==> src/rtl/rsa_asip_launcher.sv <==
// rsa_asip_launcher
//   Front-end control stage for rsa_asip_system. It synchronizes and debounces
//   the raw select/start pushbuttons, synchronizes the sector switches, and then
//   drives the system handshake in order: a one-cycle selected pulse, then a
//   stable sector_select, then a one-cycle start pulse. busy stays high until
//   the done flag rises or the watchdog expires. Button events that arrive
//   during a run are dropped.
//
// Ports
//   clk, rst        system clock; asynchronous active-high reset
//   btn_select      raw select pushbutton (async, active-high)
//   btn_start       raw start pushbutton (async, active-high)
//   sw_sector       raw sector switches (async)
//   done            run-complete flag from the system (synchronous to clk)
//   selected        one-cycle pulse to the system
//   start           one-cycle pulse to the system
//   sector_select   sector value latched on the ARMED->SETUP edge
//   busy            high in SETUP, GO and RUN
//   timeout         sticky watchdog-abort flag; cleared on the next SEL
//   state_dbg       FSM state code for the LEDs

// Per-button debouncer. The level is accepted only after DEBOUNCE_CYCLES
// consecutive mismatching samples, so a shorter glitch never reaches the FSM.
module rsa_asip_launcher_db #(
    parameter int DEBOUNCE_CYCLES = 4
) (
    input  logic clk,
    input  logic rst,
    input  logic din,    // already synchronized
    output logic evt     // rising edge of the debounced level
);
    localparam int CW = $clog2(DEBOUNCE_CYCLES + 1);

    logic [CW-1:0] cnt;
    logic          lvl, lvl_q;

    always_ff @(posedge clk or posedge rst) begin
        if (rst) begin
            cnt   <= '0;
            lvl   <= 1'b0;
            lvl_q <= 1'b0;
        end else begin
            lvl_q <= lvl;
            if (din == lvl) begin
                cnt <= '0;
            end else if (cnt == CW'(DEBOUNCE_CYCLES - 1)) begin
                // this sample is the DEBOUNCE_CYCLES-th mismatch: accept it
                lvl <= din;
                cnt <= '0;
            end else begin
                cnt <= cnt + 1'b1;
            end
        end
    end

    assign evt = lvl & ~lvl_q;
endmodule

module rsa_asip_launcher #(
    parameter int DEBOUNCE_CYCLES = 4,
    parameter int TIMEOUT_CYCLES  = 1024,
    parameter int SECTOR_W        = 4
) (
    input  logic                clk,
    input  logic                rst,
    input  logic                btn_select,
    input  logic                btn_start,
    input  logic [SECTOR_W-1:0] sw_sector,
    input  logic                done,
    output logic                selected,
    output logic                start,
    output logic [SECTOR_W-1:0] sector_select,
    output logic                busy,
    output logic                timeout,
    output logic [2:0]          state_dbg
);
    localparam int NUM_BTN = 2;   // [0] select, [1] start
    localparam int WW      = $clog2(TIMEOUT_CYCLES + 1);

    typedef enum logic [2:0] {
        IDLE  = 3'd0,
        SEL   = 3'd1,
        ARMED = 3'd2,
        SETUP = 3'd3,
        GO    = 3'd4,
        RUN   = 3'd5
    } state_t;

    state_t              state, state_n;
    logic [NUM_BTN-1:0]  btn_s1, btn_s2, evt;
    logic [SECTOR_W-1:0] sw_s1, sw_s2;
    logic [WW-1:0]       wd;
    logic                done_q, done_rise, expire;

    // 2-FF synchronizers for every asynchronous input bit
    always_ff @(posedge clk or posedge rst) begin
        if (rst) begin
            btn_s1 <= '0;
            btn_s2 <= '0;
            sw_s1  <= '0;
            sw_s2  <= '0;
        end else begin
            btn_s1 <= {btn_start, btn_select};
            btn_s2 <= btn_s1;
            sw_s1  <= sw_sector;
            sw_s2  <= sw_s1;
        end
    end

    for (genvar g = 0; g < NUM_BTN; g++) begin : g_db
        rsa_asip_launcher_db #(.DEBOUNCE_CYCLES(DEBOUNCE_CYCLES)) u_db (
            .clk (clk),
            .rst (rst),
            .din (btn_s2[g]),
            .evt (evt[g])
        );
    end

    // done is registered unconditionally, so a level already high when RUN
    // is entered is not seen as a completion.
    assign done_rise = done & ~done_q;
    // done_rise on the expiry edge wins: the run completed, no abort.
    assign expire    = (state == RUN) && !done_rise && (wd == WW'(TIMEOUT_CYCLES - 1));

    always_comb begin
        state_n = state;
        case (state)
            IDLE:    if (evt[0]) state_n = SEL;
            SEL:     state_n = ARMED;
            ARMED:   if (evt[0])      state_n = SEL;     // select beats start
                     else if (evt[1]) state_n = SETUP;
            SETUP:   state_n = GO;
            GO:      state_n = RUN;
            RUN:     if (done_rise || expire) state_n = IDLE;
            default: state_n = IDLE;
        endcase
    end

    // Outputs are registered from the next state so they are glitch-free and
    // line up with the state register.
    always_ff @(posedge clk or posedge rst) begin
        if (rst) begin
            state         <= IDLE;
            selected      <= 1'b0;
            start         <= 1'b0;
            busy          <= 1'b0;
            timeout       <= 1'b0;
            sector_select <= '0;
            wd            <= '0;
            done_q        <= 1'b0;
        end else begin
            state    <= state_n;
            done_q   <= done;
            selected <= (state_n == SEL);
            start    <= (state_n == GO);
            busy     <= (state_n == SETUP) || (state_n == GO) || (state_n == RUN);

            if (state == ARMED && state_n == SETUP)
                sector_select <= sw_s2;

            if (state_n == SEL)
                timeout <= 1'b0;
            else if (expire)
                timeout <= 1'b1;

            if (state == GO)
                wd <= '0;
            else if (state == RUN)
                wd <= wd + 1'b1;
        end
    end

    assign state_dbg = state;
endmodule

==> config.mk <==
export PLATFORM = sky130hd
export DESIGN_NAME = rsa_asip_launcher
export DESIGN_NICKNAME = d
export VERILOG_FILES = /design/src/rtl/rsa_asip_launcher.sv
export SDC_FILE = /design/constraint.sdc
export NUM_CORES = 1
export LEC_CHECK = 0
export CORE_MARGIN = 2
export CORE_UTILIZATION = 55
export DETAILED_ROUTE_END_ITERATION = 6
export HOLD_SLACK_MARGIN = 0.06
export PLACE_DENSITY = 0.78
export RECOVER_POWER = 50
export REMOVE_ABC_BUFFERS = 1
export SYNTH_ARGS = -nofsm -noshare
export SYNTH_HDL_FRONTEND = slang
export SYNTH_SLANG_ARGS = --single-unit
==> constraint.sdc <==
create_clock -name clk -period 2.3 [get_ports clk]
set_clock_uncertainty 0.15 [all_clocks]
set_input_delay 0.69 -clock clk [delete_from_list [all_inputs] [get_ports clk]]
set_output_delay 0.69 -clock clk [all_outputs]
set_load 0.02 [all_outputs]
; ---- Word-level counts from Yosys, hierarchy flattened
; Cells that the tools add are included.
[classes]
mux = 13
addsub = 3
n_eq_ne = 14
bitwise = 8
reduce_logical = 12
[op_table]
columns = operator, n
row1 = 3-bit two-way mux, 8
row2 = 11-bit two-way mux, 2
row3 = 3-bit case mux with 6 select lines, 1
row4 = 3-bit by 2-bit equality test with 1-bit output (second input constant), 5
row5 = 3-bit equality test (second input constant), 4
row6 = 11-bit by 1-bit adder with 11-bit output (second input constant), 1
row7 = 11-bit by 10-bit equality test with 1-bit output (second input constant), 1
row8 = 3-bit by 1-bit adder with 3-bit output (second input constant), 2
row9 = 3-bit by 1-bit equality test with 1-bit output (second input constant), 2
row10 = 1-bit NOT, 5
row11 = 2-bit AND reduction, 2
row12 = 2-bit nonzero test, 2
row13 = 1-bit AND, 3
row14 = 1-bit logical AND, 3
row15 = 3-bit zero test, 1
row16 = 1-bit logical OR, 3
row17 = 1-bit equality test, 2
row18 = 1-bit two-way mux, 2
row19 = 1-bit zero test, 1
[totals]
register_bits = 45
in_bits = 9
elab_cells = 68
output_inout_bits = 11

; ---- Logic depth before layout (Yosys ltp)
; Gate-level depths: netlist of the first run.
[depth]
word_depth = 11
ltp_mapped = 5
depth_no_buf = 4

; ---- Hierarchy
; A second synthesis of the first run with hierarchy kept.
[hier_totals]
hier_cells = 142
hier_area_um2 = 1765.4
[by_module_without_submodules]
columns = module, instances, area_each_um2, seq_area_each_um2, cells_per_inst
row1 = rsa_asip_launcher, 1, 1352.5, 875.8, 114
row2 = rsa_asip_launcher_db, 2, 206.4, 125.1, 14

; ---- Worst setup path after synthesis of the first run
; Ideal clock, no wire load.
[synth_path]
kind = reg-to-reg
startpoint = reg state[0] (netlist: state_dbg[0])
endpoint = reg sector_select[0]
setup_ps = 125
synth_period_minus_slack_ps = 1690
t_required_ps = 2025
n_path_buf = 1
arrival_time_ps = 1415
stages_incl_launch_ff = 5
path_slack_ps = 610
path_cell_list = dfrtp_1 buf_2 nand2b_1 nor4_4 mux2_2
[synth_via]
elab_chain_cells = 8
elab_cells_between_ends = 16
classes_between = eq/ne (6) / mux (5) / reduce/logical (5)
[synth_rtl]
columns = item, line_no
row1 = from (decl), 89  ; state_t state, state_n;
row2 = from (signal assigned), 152  ; state <= state_n;
row3 = 3-bit equality test, "123, 127"
row4 = 1-bit logical AND (2 in a row), 123  ; assign expire = (state == RUN) && !done_rise && (wd == WW'(TIMEOUT_CYCLES - 1));
row5 = 1-bit logical OR, 134  ; RUN: if (done_rise || expire) state_n = IDLE;
row6 = 3-bit two-way mux, 134
row7 = 3-bit case mux with 6 select lines, 127  ; case (state)
row8 = 3-bit by 2-bit equality test with 1-bit output, 158  ; if (state == ARMED && state_n == SETUP)
row9 = 1-bit logical AND (*), 158
row10 = to (signal assigned), 159  ; sector_select <= sw_s2;
row11 = to (decl), 72  ; output logic [SECTOR_W-1:0] sector_select,
; Every way passes the cells marked *; elsewhere a longest branch is shown, timed or not.
; A chain may end at the register's enable or synchronous reset.

; ---- Worst setup path in the final report of the first run
[layout_path]
startpoint = reg state[0] (netlist: state_dbg[0])
endpoint = out state_dbg[0]
[layout_rtl]
columns = item, line_no
row1 = to (decl), 75  ; output logic [2:0] state_dbg
; No word-level cell between the ends.

==> results of run 1 <==
==> flip-flops by register name, indices dropped and copies added (netlist names) <==
register / cells
btn_s1: 2
state_dbg: 3
sector_select: 4
btn_s2: 2
wd: 11
start: 1
done_q: 1
g_db.u_db.cnt: 6
busy: 1
sw_s2: 4
g_db.u_db.lvl: 2
selected: 1
timeout: 1
g_db.u_db.lvl_q: 2
sw_s1: 4
==> per-layer routing <==
layer	track usage, %	wire length [µm]	vias to the layer above	part of all wire [%]
met5	0	0	-	0
met4	5.47	0	0	0
met3	6.83	113	0	3.7
met2	31.0	1510	24	49
li1	-	-	587	-
met1	22.7	1430	612	47
==> path summary, 6_finish.rpt <==
kind / startpoint / cells after the start / end
max: state_dbg[0]$_DFF_PP0_ / 1 / state_dbg[0]
min reg2reg: btn_s1[0]$_DFF_PP0_ / 0 / btn_s2[0]$_DFF_PP0_
max in group asynchronous: rst / 3 / btn_s1[0]$_DFF_PP0_
min: btn_s1[0]$_DFF_PP0_ / 0 / btn_s2[0]$_DFF_PP0_
max reg2reg: state_dbg[0]$_DFF_PP0_ / 4 / sector_select[3]$_DFFE_PP0P_
min in group asynchronous: rst / 3 / wd[2]$_DFFE_PP0P_
==> stage by stage <==
stage                     total power, W  utilization, %
after detailed placement         0.00177            63.5
after global routing             0.00223            64.7
final                            0.00208            64.7
after global placement           0.00174            63.5
after CTS                        0.00212            64.9
after floorplan                  0.00149               -
==> cell type report <==
| class | count | area, µm² |
|---|---|---|
| Fill cell | 271 | 1160 |
| Sequential cell | 45 | 1130 |
| Multi-Input combinational cell | 94 | 662 |
| Timing Repair Buffer | 23 | 213 |
| Tap cell | 46 | 57.6 |
| Clock buffer | 8 | 48.8 |
| Inverter | 5 | 18.8 |
==> logic make-up after synthesis <==
kind of cell    Yosys count  synth area share, %
mux                       6                 3.67
xor+xnor                  2                0.952
buf+inv                   9                 2.85
compound gates           25                 9.11
simple gates             58                 20.2
fa+ha+maj                 3                 2.04
flops                    45                 61.2
==> report_power, final <==
| part | switching (W) | internal (W) | total [W] |
|---|---|---|---|
| registers | 0.000102 | 0.000953 | 0.00106 |
| logic | 0.000361 | 0.000324 | 0.000685 |
| clock network | 0.000221 | 0.000122 | 0.000344 |
| total | 0.000685 | 0.00140 | 0.00208 |
==> cells in the mapped netlist, types with 2 or more instances <==
master / count / area [µm²]
a21oi_1: 3 / 15.0
dfrtp_1: 45 / 1130
ha_1: 3 / 37.5
inv_1: 5 / 18.8
mux2_2: 5 / 56.3
nand2_1: 10 / 37.5
nand2b_1: 5 / 31.3
nand3_1: 7 / 35.0
nand4_1: 3 / 18.8
nor2_1: 3 / 11.3
nor2b_1: 4 / 25.0
nor3_1: 4 / 20.0
nor3b_1: 6 / 45.0
o211ai_1: 5 / 37.5
o21ai_0: 9 / 45.0
o311a_1: 2 / 20.0
or3_2: 2 / 15.0
or4_1: 6 / 45.0
xnor2_1: 2 / 17.5
==> impl_metrics.ini, run 1 <==
[global_routing]
track_usage_pct = 18.6
grt_max_degree = 29
overflow = 0
grt_pass1_wl_um = 5060
grt_pass1_vias = 1185
antenna_found_initial = 0

[route]
vias = 1223
drc_errors = 0
drt_first_pass_iters = 2
drtIter0Drc = 77
wl_per_cell_um = 13.9
antenna_left = 0
drt-total-wl_um = 3060
via_per_inst = 5.53

[place]
place_inst = 213
io_buffer_count = 19
dp_worst_setup_slack_ns = 0.394
place_congestion = 0.753
place_area_um2 = 2080
dpl.hpwl_um = 2160

[final_layout]
n_antenna_cell = 0
area_growth_pct = 15.5
instances_no_fill = 221
final_common_cell = dfrtp_1
layout_common_cells = 45 x dfrtp_1, 10 x nand2_1, 10 x clkdlybuf4s50_1
final_cell_area_um2 = 2130
final_nets = 186
drive_gt1_share_pct = 12.0

[synthesis]
yosysWarnings = 0
synth_flop_cell = dfrtp_1
synth_edf_count = 0
syn_area_um2 = 1840
synth_seq_area_share_pct = 61.2
ys_ff_latch = 45
async_reset_ff_share_pct = 100
syn_avg_cell_area_um2 = 12.4
syn_inst = 148
ys_types = 38

[worst_setup_path]
cp.arrival_ns = 1.35
critPathLaunchType = flop
crit_family = buffers and inverters
crit_required_ns = 1.46
slowest_stage = clkdlybuf4s50_1
worst-setup-path-type = reg -> out
rrSetupSlack_ns = 0.52
crit_buf_inv = 1
path_cells = clkdlybuf4s50_1
cp_max_fo = 2
cp_slowest_stage_delay_ns = 0.61
cp-end-kind = primary output

[cts]
cts_tree = yes
cts-hold-fix-buffers = 0
cts_sinks = 45
clk_latency_ns = 0.34
clk_pin_slew_worst_paths_ns = 0.12
post_cts_buffers = 0
htreeDepth = 2
clk_root_buffer_cell = clkbuf_4
ctsResizeCount = 1
max-clock-path-buffers = 2
cts_buffers = 5

[worst_hold_path]
hp-class = reg -> reg

[power]
power.density_nw_per_um2 = 980
peakVddDrop_v = 0.000591
p_leak_nw = 0.931

[timing]
period_needed_ns = 2.19
hold_ws_ns = 0.211
worst_slack_ns = 0.109
rsz0062_at_grt = false
drv_slew = 0
hold_viol = 0
tns_ns = 0
max_freq_ghz = 0.456
worst_slew_pin_slew_ns = 0.860
maxSlewHeadroom_pct = 42.6
setup-violations-final = 0
post-route-period-util_pct = 95.2

[floorplanning]
core_area_um2 = 3280
num_rows = 21
io-pin-count = 20
die-height_um = 61.9
die_area_um2 = 3830
die_w_um = 61.9
start_util_pct = 56.0

[outcome]
run_status = complete, no violations

[flow_run]
cap_violations = 0
Note: power is estimated with default switching activity, not from simulation.
==> run 2, diff against run 1 <==
CAP_MARGIN = 20   (was unset)
==> results of run 2 <==
The final DEF is identical to that of run 1; final timing and power are the same.
